$ cat src/rtl/bcd_serial_sub.sv
// Digit-serial packed-BCD subtractor: returns |a - b| as BCD plus a sign flag.
// One digit per clock, LSD first; a final borrow triggers a serial ten's complement.
module bcd_serial_sub #(
    parameter int DIGITS = 4
) (
    input  logic                  clk,
    input  logic                  rst,
    input  logic                  start,
    input  logic [4*DIGITS-1:0]   a,
    input  logic [4*DIGITS-1:0]   b,
    output logic [4*DIGITS-1:0]   diff,
    output logic                  neg,
    output logic                  err,
    output logic                  busy,
    output logic                  done
);

    localparam int W  = 4 * DIGITS;
    localparam int IW = (DIGITS > 1) ? $clog2(DIGITS) : 1;

    localparam logic [1:0] S_IDLE = 2'd0;
    localparam logic [1:0] S_SUB  = 2'd1;
    localparam logic [1:0] S_FIX  = 2'd2;
    localparam logic [1:0] S_FIN  = 2'd3;

    logic [1:0]    state_q, state_d;
    logic [W-1:0]  a_q, a_d;
    logic [W-1:0]  b_q, b_d;
    logic [W-1:0]  r_q, r_d;
    logic [IW-1:0] idx_q, idx_d;
    logic          borrow_q, borrow_d;
    logic [W-1:0]  diff_q, diff_d;
    logic          neg_q, neg_d;
    logic          err_q, err_d;

    logic [3:0]        dig_x, dig_y, r_dig;
    logic signed [4:0] t;
    logic [4:0]        t_adj;
    logic              last_dig;
    logic              in_bad;

    // Operand digit selection: SUB works on a_i - b_i, FIX on 0 - r_i.
    always_comb begin
        dig_x = '0;
        dig_y = '0;
        for (int unsigned i = 0; i < DIGITS; i++) begin
            if (idx_q == IW'(i)) begin
                dig_x = (state_q == S_SUB) ? a_q[4*i +: 4] : 4'd0;
                dig_y = (state_q == S_SUB) ? b_q[4*i +: 4] : r_q[4*i +: 4];
            end
        end
    end

    assign t        = $signed({1'b0, dig_x}) - $signed({1'b0, dig_y}) - $signed({4'b0000, borrow_q});
    assign t_adj    = t + 5'sd10;
    assign r_dig    = t[4] ? t_adj[3:0] : t[3:0];
    assign last_dig = (idx_q == IW'(DIGITS - 1));

    always_comb begin
        in_bad = 1'b0;
        for (int unsigned i = 0; i < DIGITS; i++) begin
            if (a[4*i +: 4] > 4'd9 || b[4*i +: 4] > 4'd9) begin
                in_bad = 1'b1;
            end
        end
    end

    // Result registers are loaded on the edge entering FIN so they are valid alongside done.
    always_comb begin
        state_d  = state_q;
        a_d      = a_q;
        b_d      = b_q;
        r_d      = r_q;
        idx_d    = idx_q;
        borrow_d = borrow_q;
        diff_d   = diff_q;
        neg_d    = neg_q;
        err_d    = err_q;
        case (state_q)
            S_IDLE, S_FIN: begin
                state_d = S_IDLE;
                if (start) begin
                    a_d = a;
                    b_d = b;
                    if (in_bad) begin
                        state_d = S_FIN;
                        err_d   = 1'b1;
                        diff_d  = '0;
                        neg_d   = 1'b0;
                    end else begin
                        state_d  = S_SUB;
                        idx_d    = '0;
                        borrow_d = 1'b0;
                        r_d      = '0;
                    end
                end
            end
            S_SUB, S_FIX: begin
                for (int unsigned i = 0; i < DIGITS; i++) begin
                    if (idx_q == IW'(i)) begin
                        r_d[4*i +: 4] = r_dig;
                    end
                end
                borrow_d = t[4];
                idx_d    = IW'(idx_q + 1'b1);
                if (last_dig) begin
                    idx_d = '0;
                    if (state_q == S_SUB && t[4]) begin
                        state_d  = S_FIX;
                        borrow_d = 1'b0;
                    end else begin
                        state_d = S_FIN;
                        diff_d  = r_d;
                        neg_d   = (state_q == S_FIX);
                        err_d   = 1'b0;
                    end
                end
            end
            default: state_d = S_IDLE;
        endcase
    end

    always_ff @(posedge clk) begin
        if (rst) begin
            state_q  <= S_IDLE;
            a_q      <= '0;
            b_q      <= '0;
            r_q      <= '0;
            idx_q    <= '0;
            borrow_q <= 1'b0;
            diff_q   <= '0;
            neg_q    <= 1'b0;
            err_q    <= 1'b0;
        end else begin
            state_q  <= state_d;
            a_q      <= a_d;
            b_q      <= b_d;
            r_q      <= r_d;
            idx_q    <= idx_d;
            borrow_q <= borrow_d;
            diff_q   <= diff_d;
            neg_q    <= neg_d;
            err_q    <= err_d;
        end
    end

    assign diff = diff_q;
    assign neg  = neg_q;
    assign err  = err_q;
    assign busy = (state_q == S_SUB) || (state_q == S_FIX);
    assign done = (state_q == S_FIN);

endmodule

$ cat config.mk
export PLATFORM = sky130hd
export DESIGN_NAME = bcd_serial_sub
export DESIGN_NICKNAME = d
export VERILOG_FILES = /design/src/rtl/bcd_serial_sub.sv
export SDC_FILE = /design/constraint.sdc
export NUM_CORES = 1
export LEC_CHECK = 0
export CAP_MARGIN = 10
export CORE_MARGIN = 4
export CORE_UTILIZATION = 50
export CTS_BUF_LIST = sky130_fd_sc_hd__clkbuf_8
export DETAILED_ROUTE_END_ITERATION = 8
export PLACE_DENSITY = 0.79
export SYNTH_ARGS = -nofsm -noshare
export SYNTH_HDL_FRONTEND = slang
export SYNTH_SLANG_ARGS = --single-unit
$ cat constraint.sdc
create_clock -name clk -period 3.8 [get_ports clk]
set_input_delay 0.57 -clock clk [delete_from_list [all_inputs] [get_ports clk]]
set_output_delay 0.57 -clock clk [all_outputs]
set_load 0.01 [all_outputs]
Word-level counts from Yosys, hierarchy flattened
Cells that the tools add are included.
{ "op_classes": {"addsub": 4, "multipliers": 0, "div": 0, "order_cmp": 8, "eq_ne": 11, "shifts": 0, "n_mux": 57, "bitwise": 0, "reduce_logical": 13} }
{ "op_table": {"columns": ["operator", "n"], "rows": [
  ["$mux 16", 6],
  ["$mux 4", 21],
  ["$pmux 16 s2", 2],
  ["$gt 4x4->1 const B", 8],
  ["$mux 1", 17],
  ["$mux 2", 6],
  ["$ne 2x2->1 const B", 5],
  ["$eq 2x2->1 const B", 4],
  ["$pmux 2 s2", 2],
  ["$pmux 1 s2", 3],
  ["$logic_or 1x1->1", 5],
  ["$sub 4x4->5", 1],
  ["$sub 5x2->5", 1],
  ["$add 4x4->4 const B", 1],
  ["$eq 2x1->1 const B", 2],
  ["$logic_not 2->1", 2],
  ["$reduce_and 2->1", 2],
  ["$reduce_and 4->1", 1],
  ["$reduce_or 2->1", 2],
  ["$add 2x1->2 const B", 1],
  ["$logic_and 1x1->1", 1]
]} }
{ "totals": {"register_bits": 71, "latchBits": 0, "mem_bits_rw": 0, "mem_bits_ro": 0, "in_bits": 35, "output_inout_bits": 20, "word_cells": 102, "mem_count": 0} }

Depth between registers and ports, before layout
Gate-level depths: netlist (run 1).
{ "depth": {"ltp_word": 14, "ltp_mapped": 19, "ltp_nobuf": 17} }

Least setup slack after synthesis (run 1)
No wires, ideal clock.
{ "synth_timing": {"path_kind": "register to register", "from": "reg idx_q[0]", "to": "reg diff_q[3], in the netlist diff[3]", "setup_time_ns": 0.122, "arrival_ns": 3.841, "required_time_ns": 3.678, "slack_ns": -0.163, "stages_incl_launch_ff": 17, "path_buffers": 4, "period_less_slack_ns": 3.963, "cell_sequence": "dfxtp_1 ha_1 clkbuf_1 clkbuf_1 buf_1 o21ai_0 a22oi_1 fa_1 inv_1 fa_1 nand2b_1 a2111oi_2 and4bb_1 a21o_1 buf_6 o211a_2 a221o_1"} }
{ "synth_via": {"elab_chain_len": 13, "word_cells_on_any_way": 24, "cone_classes": "add/sub (3); eq/ne (5); mux (13); reduce/logical (3)"} }
{ "synth_lines": {"columns": ["item", "line_no", "source"], "rows": [
  ["from (decl)", "30", "logic [IW-1:0] idx_q, idx_d;"],
  ["from (signal assigned)", "139", "idx_q <= idx_d;"],
  ["$logic_not 2->1", "47, 100", null],
  ["$mux 4 (4 in series)", "47", "if (idx_q == IW'(i)) begin"],
  ["$sub 4x4->5", "54", "assign t = $signed({1'b0, dig_x}) - $signed({1'b0, dig_y}) - $signed({4'b0000, borrow_q});"],
  ["$sub 5x2->5", "54", null],
  ["$add 4x4->4", "55", "assign t_adj = t + 5'sd10;"],
  ["$mux 4", "56", "assign r_dig = t[4] ? t_adj[3:0] : t[3:0];"],
  ["$mux 4", "100", "if (idx_q == IW'(i)) begin"],
  ["$mux 16", "108", "if (state_q == S_SUB && t[4]) begin"],
  ["$mux 16", "106", "if (last_dig) begin"],
  ["$pmux 16 s2", "79", "case (state_q)"],
  ["to (signal assigned)", "141", "diff_q <= diff_d;"],
  ["to (decl)", "32", "logic [W-1:0] diff_q, diff_d;"]
]} }
Parallel ways exist; a longest one is shown, timed or not. The select of a mux whose other input is x is not followed.
A chain may end at the register's enable or synchronous reset.

Worst setup path after layout (run 1)
{ "layout_timing": {"from": "reg idx_q[0]", "to": "reg diff_q[7], in the netlist diff[7]"} }
{ "layout_via": {"elab_chain_len": 13, "word_cells_on_any_way": 24, "cone_classes": "add/sub (3); eq/ne (5); mux (13); reduce/logical (3)"} }
{ "layout_lines": {"columns": ["item", "line_no"], "rows": [
  ["$logic_not 2->1", "47"],
  ["$mux 4 (4 in series)", "47"],
  ["$sub 4x4->5", "54"],
  ["$sub 5x2->5", "54"],
  ["$add 4x4->4", "55"],
  ["$mux 4", "56"],
  ["$mux 4", "100"],
  ["$mux 16", "108"],
  ["$mux 16", "106"],
  ["$pmux 16 s2", "79"]
]} }
Parallel ways exist; a longest one is shown, timed or not. The select of a mux whose other input is x is not followed.

==> results of run 1 <==
==> synthesized netlist by cell type, types with 2 or more instances <==
cell        n
nand2_1    86
dfxtp_1    71
a21oi_1    57
nor2_1     36
clkbuf_1   23
o21ai_0    21
mux2i_1    17
inv_1      14
ha_1       13
a211oi_1    8
a22oi_1     7
o2bb2ai_1   6
buf_1       5
nand3_1     5
nor3_1      5
nor3b_1     4
xnor2_1     4
a221o_1     3
a32o_1      3
mux2_2      3
nand2b_1    3
nand4_1     3
nor2b_1     3
o211ai_1    3
a21o_1      2
a22o_1      2
a31o_2      2
and2_1      2
buf_2       2
fa_1        2
o21a_1      2
xor2_1      2
==> flip-flops by register name, indices dropped and copies added (netlist names), 2 cells and up <==
signal	cells
b_q	16
diff	16
state_q	2
a_q	16
r_q	16
idx_q	2
==> power by group through the flow <==
stage	combinational [mW]	sequential [mW]	clock (mW)
after detailed placement	2.00	0.948	0
after global routing	2.43	0.950	0.666
after global placement	1.96	0.943	0
after floorplan	1.39	0.927	0
after CTS	2.07	0.933	0.637
final	2.24	0.940	0.628
==> layout make-up <==
cell class                      count  area (um^2)
Fill cell                         585         2270
Timing Repair Buffer               79          723
Clock buffer                       11          151
Tap cell                           96          120
Clock inverter                      5         56.3
Inverter                           14         52.6
Sequential cell                    71         1430
Multi-Input combinational cell    324         2110
==> critical path: cells and delay by family (launching register included) <==
family	cells	cell delay (ns)
adder cells (fa/ha/maj)	4	1.20
AO/OA/AOI/OAI	5	1.07
multiplexers	1	0.50
flip-flops	1	0.35
buffers and inverters	2	0.22
AND/OR/NAND/NOR	1	0.14
XOR/XNOR	1	0.14
==> through the flow <==
stage | cell area [um^2] | cells | setup slack (ns) | hold slack, ns
3_5_place_dp | 4290 | 581 | -0.0115 | 0.448
6_report | 4640 | 600 | 0.0812 | 0.459
3_3_place_gp | 4290 | 581 | 0.129 | 0.444
4_1_cts | 4510 | 598 | 0.0213 | 0.458
5_1_grt | 4640 | 600 | -0.0341 | 0.483
2_1_floorplan | 3600 | 441 | 0.0207 | 0.431
==> timing repair <==
item                                    4_1_cts  5_1_grt
endpoints found under the setup margin        3       28
cloned                                        0        0
pin swaps                                     2        8
gates resized for setup                       4       28
hold buffers                                  0        0
setup buffers                                 1        2
==> layout by cell type (no fill, tap or decap), types with 3 or more instances in the layout <==
| cell | instances |
|---|---|
| mux2_2 | 3 |
| a21oi_1 | 56 |
| nor3b_1 | 4 |
| nor2_1 | 35 |
| mux2i_1 | 16 |
| a32o_1 | 3 |
| nor3_1 | 4 |
| o2bb2ai_1 | 6 |
| nand2_1 | 86 |
| ha_4 | 6 |
| buf_4 | 25 |
| o211ai_1 | 3 |
| xnor2_1 | 4 |
| dfxtp_1 | 68 |
| a221o_1 | 3 |
| nand3_1 | 5 |
| a22oi_1 | 6 |
| o21ai_0 | 20 |
| inv_1 | 10 |
| nand4_1 | 3 |
| nor2b_1 | 3 |
| ha_1 | 4 |
| inv_2 | 4 |
| ha_2 | 3 |
| a211oi_1 | 8 |
| clkdlybuf4s50_1 | 53 |
| clkbuf_8 | 11 |
==> metal layers <==
| layer | vias to the layer above | GRT usage [%] | part of all wire, % |
|---|---|---|---|
| li1 | 1664 | - | - |
| met1 | 1544 | 30.8 | 45 |
| met2 | 156 | 32.9 | 46 |
| met3 | 21 | 4.55 | 6.6 |
| met4 | 0 | 11.4 | 2.1 |
| met5 | - | 0 | 0 |
==> kinds of logic after synthesis <==
group,count (synthesis),share of synthesized area [%]
flip-flops,71,39.5
XOR/XNOR,7,2.12
AND/OR/NAND/NOR,154,18.7
AO/OA/AOI/OAI,127,22.6
buffers and inverters,46,5.18
adder cells (fa/ha/maj),15,5.63
multiplexers,21,6.29
==> worst paths after layout <==
check / startpoint / endpoint / slack (ns)
max: idx_q[0] / diff[7] / 0.08
min: a_q[4] / a_q[4] / 0.46
max reg2reg: idx_q[0] / diff[7] / 0.08
min reg2reg: a_q[4] / a_q[4] / 0.46
==> reports/summary.txt, run 1 <==
Max Cap Viol - 0
Arr. time, crit path - 3.96 ns
Crit. End Element - flip-flop
Layout area overhead - 28.9%
Post-synthesis sequential area ratio - 39.5%
Largest net degree at the start of global routing - 54
Fmax - 269 MHz
Max IR drop VDD - 398 uV
Part of the power in registers - 24.7%
Syn Nets - 491
Post-synth EDFFs - 0
Clk root buf - clkbuf_8
Routed WL - 9540 um
First-pass GRT wire length - 15100 um
Cell Pwr Density - 822 mW/mm^2
Post-Syn Instances - 441
Tcrit/Tclk final - 97.9%
Sw power - 1.59 mW
Vias per inst - 5.64
Total CTS buffers - 9
GP Congestion - 0.985
Reg2Reg Depth - 14
Worst EP required - 4.04 ns
CP Class - flip-flop to flip-flop
Area share of the largest cell type after synthesis - 39.5%
CTS clk-pin slew, worst paths - 0.08 ns
Number of port buffers - 54
Die Wd - 92.8 um
GRT overflow - 0
Status - finished, final reports clean
Clk sinks - 71
Worst-Margin Slew - 1.08 ns
CORE AREA - 0.00691 mm^2
Routed via count - 3385
Top FF cell, synth - dfxtp_1
Number of synthesized register bits - 71
Final min period - 3.72 ns
Crit-path max cell delay - 0.50 ns
Die H - 92.8 um
Share of cells above drive strength 1 - 15.7%
IO Count - 55
Initial DRC Count - 282
Leakage - 1.69 nW
Hold path depth - 2
Sw frac - 41.8%
Rel. slew slack - 27.5%
DR pass1 iterations - 5
Worst path slowest cell - mux4_2
Worst-path fanout max - 7
Startpoint class of the critical path - flip-flop
Overall routing resource usage - 22.3%
Dpl hpwl - 6820 um
Fin. max-slew vios - 0
# DRC - 0
Synth area leader - dfxtp_1
Crit-path cells - buf_4, ha_4, a21oi_1, o21ai_0, mux4_2, fa_2, inv_2, fa_2, ha_2, and2_1, a211oi_2, xnor2_1, o211a_2, a221o_1
Internal - 2.22 mW
Clock Path Buffers - 2
Distinct cell type count after synthesis - 54
CTS H-tree lvls - 3
Clock power frac - 16.5%
Vias in the first global route - 3122
Synth Cell Area - 0.00360 mm^2
Class of the worst hold path - flip-flop to flip-flop
Antenna diodes - 0
TNS Setup - 0 ns
Syn_area_per_cell - 8.16 um^2
Cell mode on critical path - fa_2
Async set-reset flop share out of synthesis - 0%
Top cells by area, synth - dfxtp_1 39%, nand2_1 9.0%, a21oi_1 7.9%
Starting Density - 52.1%
Logic pwr share - 58.9%
Full die area - 0.00862 mm^2
Routed WL per cell - 15.9 um
Final Core Density - 67.1%
Final Power - 3.81 mW
Initial antenna violation count - 0
Layout Nets - 549
Setup violators final - 0
Row Count - 30
Antenna Nets Post-Route - 0
Skew-Pair Late Insertion Delay - 0.35 ns
Final Hold Vio Count - 0
TritonCTS clock tree - yes
Synth Warn # - 0
Clock Skew - 0.00574 ns
(Power assumes the default switching activity.)
==> run 2, diff against run 1 <==
--- a/config.mk
+++ b/config.mk
@@ -7,10 +7,10 @@
 export LEC_CHECK = 0
 export CAP_MARGIN = 10
 export CORE_MARGIN = 4
-export CORE_UTILIZATION = 50
+export CORE_UTILIZATION = 30
 export CTS_BUF_LIST = sky130_fd_sc_hd__clkbuf_8
 export DETAILED_ROUTE_END_ITERATION = 8
-export PLACE_DENSITY = 0.79
+export PLACE_DENSITY = 0.52
 export SYNTH_ARGS = -nofsm -noshare
 export SYNTH_HDL_FRONTEND = slang
 export SYNTH_SLANG_ARGS = --single-unit
==> run 2 against run 1 <==
Against the previous run:
- sequential share of layout area down 1.1 points
- final area is 3.7% higher
- sequential power about the same
- critical path depth rose by 1
- final cell count rose by 8.8%
- clock-buffer cell count stayed put
- worst hold slack hardly changed
- utilization shrank 26 points
- combinational power increased by 7%
- non-clock buffer count rose by 6
- flip-flop and latch count is the same
- critical path type unchanged
- power up 5.6%
==> reports/summary.txt, run 2 (synthesis gave the netlist of run 1 again) <==
Status - finished, final reports clean
Crit-path max cell delay - 0.49 ns
Cell Pwr Density - 837 mW/mm^2
Most common cell after layout, fill and taps aside - nand2_1
Sw frac - 41.1%
Skew-Pair Late Insertion Delay - 0.35 ns
Die Wd - 118 um
Logic pwr share - 59.6%
Antenna Nets Post-Route - 0
Full die area - 0.0138 mm^2
Worst reg2reg path endpoint - diff[7]
DR pass1 iterations - 4
Dpl hpwl - 7490 um
Tcrit/Tclk final - 97.1%
Worst path slowest cell - mux4_2
Clock power frac - 17.1%
Vias per inst - 5.07
Fmax - 271 MHz
CTS H-tree lvls - 3
Slack of the worst reg-to-reg path - 0.11 ns
Initial antenna violation count - 0
GRT overflow - 0
Routed WL - 10100 um
IO Count - 55
Clock Skew - 0.0102 ns
Met3 Use GR - 3.17%
Part of the power in registers - 23.3%
Fin Hold WS - 0.459 ns
Routed via count - 3311
TritonCTS clock tree - yes
Initial DRC Count - 176
Final Hold Vio Count - 0
Clock Path Buffers - 2
Total CTS buffers - 9
Internal - 2.37 mW
Hold Path Origin - a_q[12]
CORE AREA - 0.0116 mm^2
Crit. End Element - flip-flop
Clk sinks - 71
CP Class - flip-flop to flip-flop
CTS clk-pin slew, worst paths - 0.08 ns
Overall routing resource usage - 14.7%
Hold path depth - 2
GR Layer Usage met1 - 20.9%
Hold EP - a_q[12]
Final Power - 4.02 mW
# DRC - 0
Worst-path fanout max - 5
Routed WL per cell - 15.5 um
GR peak layer - met2
Crit-path cells - buf_4, ha_4, nor2_1, a21oi_2, o21ai_1, mux4_2, fa_2, inv_2, fa_2, ha_4, and2_4, a211oi_4, xnor2_1, o211a_2, a221o_1
Worst EP required - 4.04 ns
Starting Density - 31.1%
Startpoint class of the critical path - flip-flop
GP Congestion - 0.893
Final min period - 3.69 ns
Layout Cells excl Fill - 653
Min setup slack post-route - 0.109 ns
Die H - 118 um
Arr. time, crit path - 3.93 ns
Worst slack, placed - -0.0111 ns
Placed insts - 632
Fin. max-slew vios - 0
Max IR drop VDD - 350 uV
Sw power - 1.65 mW
Reg2reg start - idx_q[0]
Antenna diodes - 0
Clk root buf - clkbuf_8
Final Core Density - 41.6%
Rel. slew slack - 27.0%
Class of the worst hold path - flip-flop to flip-flop
Setup violators final - 0
Layout Nets - 555
Max Cap Viol - 0
First-pass GRT wire length - 16600 um
Number of port buffers - 54
Routing usage on met2 - 21.4%
Vias in the first global route - 3258
Row Count - 39
Reg2Reg Depth - 15
Layout area overhead - 33.7%
Worst-Margin Slew - 1.09 ns
Share of cells above drive strength 1 - 16.7%
Largest net degree at the start of global routing - 35
Leakage - 1.74 nW
Most frequent cells in the layout - 86 x nand2_1, 68 x dfxtp_1, 54 x a21oi_1
-- run 2: cell types whose count changed in the layout (fill, tap and decap cells not counted), moves of 2 or more --
cell	delta
a21oi_2	+2
buf_4	+5
ha_2	-2
a21oi_1	-2
-- run 2: final cells by class --
type / instances / area [um^2]
clock buffers: 11 / 151
clock inverters: 5 / 80.1
fillers: 1188 / 6760
inverters: 14 / 55.1
multi-input cells: 324 / 2130
flip-flops and latches: 71 / 1430
well taps: 143 / 179
repair buffers: 85 / 781
-- run 2: stage by stage --
step                      cell area [um^2]  TNS, ns
after floorplan                       3600        0
after global placement                4380        0
after detailed placement              4380  -0.0242
after CTS                             4630        0
after global routing                  4810  -0.0109
final                                 4810        0
-- run 2: worst max path at each step --
| stage | startpoint | endpoint | slack, ns | depth (start not counted) |
|---|---|---|---|---|
| floorplan | idx_q[0] | diff[7] | 0.02 | 17 |
| global placement | state_q[1] | diff[11] | 0.06 | 12 |
| detailed placement | idx_q[1] | diff[7] | -0.01 | 16 |
| CTS | idx_q[1] | diff[7] | 0.002 | 16 |
| global route | idx_q[0] | diff[7] | -0.01 | 15 |
| finish | idx_q[0] | diff[7] | 0.11 | 15 |
-- run 2: power by group through the flow --
stage                     Combinational (mW)  Clock, mW  Sequential, mW
after floorplan                         1.39          0           0.927
after global routing                    2.62      0.738           0.952
after global placement                  2.00          0           0.944
after CTS                               2.11      0.706           0.932
after detailed placement                2.03          0           0.947
final                                   2.40      0.687           0.938
-- run 2: what timing repair did --
| action | CTS | global route |
|---|---|---|
| hold buffers | 0 | 0 |
| gates resized for setup | 5 | 36 |
| setup buffers | 1 | 4 |
| pin swaps | 2 | 10 |
| endpoints found under the setup margin | 3 | 29 |
-- run 2: critical path: cells and delay by family, from the launching register on --
family / cells / cell delay (ns)
flops: 1 / 0.35
compound gates: 5 / 0.98
fa+ha+maj: 4 / 1.22
mux: 1 / 0.49
xor+xnor: 1 / 0.13
simple gates: 2 / 0.20
buf+inv: 2 / 0.20
-- run 2: metal layers --
metal | vias up | routed length [um]
li1 | 1670 | -
met1 | 1546 | 5140
met2 | 80 | 4290
met3 | 15 | 416
met4 | 0 | 295
met5 | - | 0
==> RTL edit 1 (settings of run 1) <==
The parameter `DIGITS` goes from 4 to 2.
--- a/src/rtl/bcd_serial_sub.sv
+++ b/src/rtl/bcd_serial_sub.sv
@@ -3,3 +3,3 @@
 module bcd_serial_sub #(
-    parameter int DIGITS = 4
+    parameter int DIGITS = 2
 ) (
Interface: changed (resized a, b and diff); port bits go from 55 to 31. The function was not compared with the original's and may differ.
==> RTL edit 1 against run 1 <==
- die area shrank 42%
- critical endpoint is now r_q[2]
- worst setup slack better by 0.39 ns
- area after synthesis decreased by 46%
- sequential share of layout area rose by 0.23 points
- design area fell by 47%
- highest routed layer unchanged
- power is 48% lower
- wire length down 54%
- synthesized cell count decreased by 49%
- sequential cell count decreased by 33
- worst hold slack worse by 0.0042 ns
- largest cell class unchanged
- cell count shrank 50%
==> RTL edit 1: results <==
group,metric,value,unit
power,p_int,1210,uW
drt,dr_wl_met2,2.07,mm
drt,drt_pass1_iterations,4,
cts,postCtsSetupRepairBufs,0,
grt,grtUsageMet2,27.8,%
yosys,synth_commonest_cells,"nand2_1, dfxtp_1, a21oi_1",
worst_setup_path,r2r_cells,11,
power,leakagePower,0.000957,uW
drt,vias,1657,
cts,clock_latency,0.29,ns
yosys,yosysSeqAreaShare,38.8,%
cts,cts_resized,0,
drt,wl_per_cell,14.4,um
power,peakVddDrop,0.429,mV
status,status,"finished clean",
drt,wl,4.35,mm
placement,pre_cts_slack,0.507,ns
placement,gp_congestion,0.855,
placement,portBuffers,30,
grt,met3_usage,4.12,%
worst_setup_path,rrSetupSlack,0.47,ns
final_layout,drive_gt1_share,12.6,%
placement,place_hpwl,3.23,mm
worst_setup_path,r2r_end,"r_q[2]",
grt,use_met1,24.6,%
power,clkPwrFrac,21.5,%
drt,dr_wl_met3,180,um
min_path,min_delay_worst_endpoint,"diff[4]",
yosys,syn_nets,252,
drt,m1WireLength,2.03,mm
cts,cts_buffers,5,
placement,dpl-instance-area,2310,sq um
grt,grt_pass1_vias,1549,
sta,finalCritPeriodShare,87.6,%
placement,place_inst,294,
final_layout,nFillCells,317,
worst_setup_path,cpPeakStageDelay,0.48,ns
final_layout,nets,282,
grt,grt_use_total,17.9,%
grt,grt_pass1_wl,7.14,mm
-- RTL edit 1: changes by cell type in the layout (fill, tap and decap cells not counted), moves of 5 or more --
cell,change
nand2_1,-45
dfxtp_1,-30
a21oi_1,-28
clkdlybuf4s50_1,-23
buf_4,-18
o21ai_0,-18
nor2_1,-14
mux2i_1,-12
a211oi_1,-8
ha_4,-6
o2bb2ai_1,-6
clkbuf_8,-5
nand3_1,-5
-- RTL edit 1: cell families after synthesis --
family,synth area share (%)
muxes,8.37
DFF,38.8
adders and majority gates,7.15
buffers and inverters,4.92
and+or+nand+nor,19.3
xor gates and xnor gates,2.49
AOI/OAI and AO/OA,19.0
-- RTL edit 1: layout make-up --
| class | count | share of cell area, % |
|---|---|---|
| sequential | 38 | 31.0 |
| inverter | 9 | 1.38 |
| timing repair buffer | 37 | 14.4 |
| tap | 48 | 2.45 |
| clock buffer | 6 | 3.37 |
| clock inverter | 2 | 2.45 |
| multi-input combinational | 162 | 44.9 |
-- RTL edit 1: per-stage QoR --
| step | util, % | power, uW | hold WS (ns) |
|---|---|---|---|
| CTS | 66.0 | 1980 | 0.457 |
| floorplan | - | 1290 | 0.433 |
| global route | 66.0 | 2100 | 0.478 |
| global placement | 62.2 | 1530 | 0.442 |
| detailed placement | 62.2 | 1550 | 0.446 |
| finish | 66.0 | 1980 | 0.455 |
-- RTL edit 1: how the worst max path moves through the flow --
stage | from | endpoint | cells past startpoint
after floorplan | idx_q | diff[7] | 13
after global placement | state_q[0] | r_q[2] | 11
after detailed placement | state_q[0] | r_q[2] | 11
after CTS | state_q[1] | r_q[2] | 12
after global routing | state_q[0] | r_q[2] | 11
final | state_q[0] | r_q[2] | 11
==> RTL edit 2 (flow settings as in run 1) <==
Without the edit above. Take the reset off `a_q`, `b_q` and `r_q` and load them in a clocked block of their own.
--- a/src/rtl/bcd_serial_sub.sv
+++ b/src/rtl/bcd_serial_sub.sv
@@ -125,5 +125,2 @@
             state_q  <= S_IDLE;
-            a_q      <= '0;
-            b_q      <= '0;
-            r_q      <= '0;
             idx_q    <= '0;
@@ -135,5 +132,2 @@
             state_q  <= state_d;
-            a_q      <= a_d;
-            b_q      <= b_d;
-            r_q      <= r_d;
             idx_q    <= idx_d;
@@ -144,2 +138,8 @@
         end
+    end
+
+    always_ff @(posedge clk) begin
+        a_q <= a_d;
+        b_q <= b_d;
+        r_q <= r_d;
     end
Formal check against the unedited RTL: same outputs for any inputs over 10 cycles, from zero or initial values and one cycle with rst high; that may be too few to reach the edited logic, so the function may still have changed.
==> RTL edit 2 against run 1 <==
- power is 4.5% higher
- area after synthesis is 0.97% lower
- worst setup slack worse by 0.022 ns
- wire length is 12% lower
- sequential cell count stayed put
- design area is 1.2% higher
- utilization is 1.2 points higher
- critical path type unchanged
- highest routed layer unchanged
==> RTL edit 2: results <==
group,metric,value,unit
worst_setup_path,cpPeakStageDelay,0.48,ns
grt,overflow,0,
sta,worstMarginPinSlew,0.860,ns
drt,drt_pass1_iterations,4,
grt,grt_use_total,20.1,%
placement,place_hpwl,5.94,mm
yosys,yosysSeqAreaShare,53.4,%
yosys,synthTopCellsByArea,"edfxtp_1, dfxtp_1, ha_1, mux2i_1, nor2_1",
grt,grt_pass1_vias,2713,
status,status,"finished clean",
final_layout,drive_gt1_share,22.1,%
drt,wl,8.36,mm
placement,pre_cts_slack,-0.0689,ns
power,leakagePower,0.00171,uW
yosys,synth_commonest_cells,"edfxtp_1, nor2_1, dfxtp_1",
worst_setup_path,worstPathArrival,3.84,ns
yosys,synth_cell_types,58,
drt,vias_per_cell,5.66,
drt,drt-initial-drc-count,234,
yosys,syn_nets,353,
final_layout,nets,430,
placement,dpl-instance-area,4320,sq um
power,p_sw,1560,uW
cts,cts_buffers,9,
sta,finalCritPeriodShare,98.4,%
final_layout,nFillCells,481,
sta,clock_skew,0.0109,ns
grt,grt_max_degree,34,
grt,antenna_found_initial,0,
power,peakVddDrop,0.475,mV
yosys,synth_edf_count,48,
placement,gp_congestion,0.862,
grt,grt_pass1_wl,13.3,mm
-- RTL edit 2: cell types whose count changed in the layout (fill, tap and decap cells not counted), sizes merged, moves of 4 or more --
cell	run 1	this run
nand2	86	15
dfxtp	71	23
edfxtp	0	48
a21oi	57	11
buf	26	31
nor2	37	33
-- RTL edit 2: cells by family after synthesis --
family / Yosys count / synth area share [%]
adders and majority gates: 15 / 5.69
buffers and inverters: 29 / 3.97
DFF: 71 / 53.4
muxes: 22 / 6.74
and+or+nand+nor: 88 / 13.2
xor gates and xnor gates: 6 / 1.90
AOI/OAI and AO/OA: 72 / 15.1
-- RTL edit 2: power by group through the flow --
| stage | logic (uW) | registers [uW] | clock network [uW] |
|---|---|---|---|
| CTS | 2030 | 1030 | 671 |
| floorplan | 1380 | 1030 | 0 |
| detailed placement | 1940 | 1050 | 0 |
| global placement | 1900 | 1050 | 0 |
| finish | 2280 | 1040 | 665 |
| global route | 2470 | 1050 | 702 |
-- RTL edit 2: worst reg2reg max path, delay by kind of cell (launching register included) --
kind                     cells  cell delay (ns)
AND/OR/NAND/NOR              3             0.59
multiplexers                 1             0.48
adder cells (fa/ha/maj)      4             1.15
buffers and inverters        3             0.28
flip-flops                   1             0.38
XOR/XNOR                     1             0.21
AO/OA/AOI/OAI                4             0.38
-- RTL edit 2: area by class of cell --
class	count	area [sq um]	share of cell area, %
repair buffers	85	785	16.7
clock buffers	10	138	2.93
clock inverters	6	78.8	1.68
multi-input cells	203	1620	34.6
inverters	10	40.0	0.854
flip-flops and latches	71	1910	40.7
well taps	96	120	2.56
-- RTL edit 2: worst paths after layout --
| path | startpoint | cells past startpoint | endpoint |
|---|---|---|---|
| worst max-delay path | idx_q[1] | 16 | r_q[3] |
| worst min-delay path | diff[10] | 1 | diff[10] |
| worst max register to register | idx_q[1] | 16 | r_q[3] |
| worst min register to register | diff[10] | 1 | diff[10] |
-- RTL edit 2: repair_timing --
item,in CTS,in global routing
setup endpoints to repair,7,29
pin swaps,6,10
gates resized for setup,10,17
cloned,0,0
setup buffers,2,4
endpoints found under the hold margin,0,0
-- RTL edit 2: stage by stage --
stage	hold WS, ns	setup TNS [ns]	utilization [%]	std cells
after global placement	0.434	0	62.8	459
after floorplan	0.481	0	-	303
after global routing	0.485	-0.476	68.3	481
after detailed placement	0.441	-0.173	62.8	459
final	0.453	0	68.3	481
after CTS	0.457	0	66.7	477
-- RTL edit 2: routing by layer --
layer | global-route usage (%) | up-vias | wire length [um]
li1 | - | 1286 | -
met1 | 25.3 | 1290 | 3600
met2 | 32.8 | 129 | 4010
met3 | 5.28 | 16 | 579
met4 | 8.42 | 0 | 167
met5 | 0 | - | 0
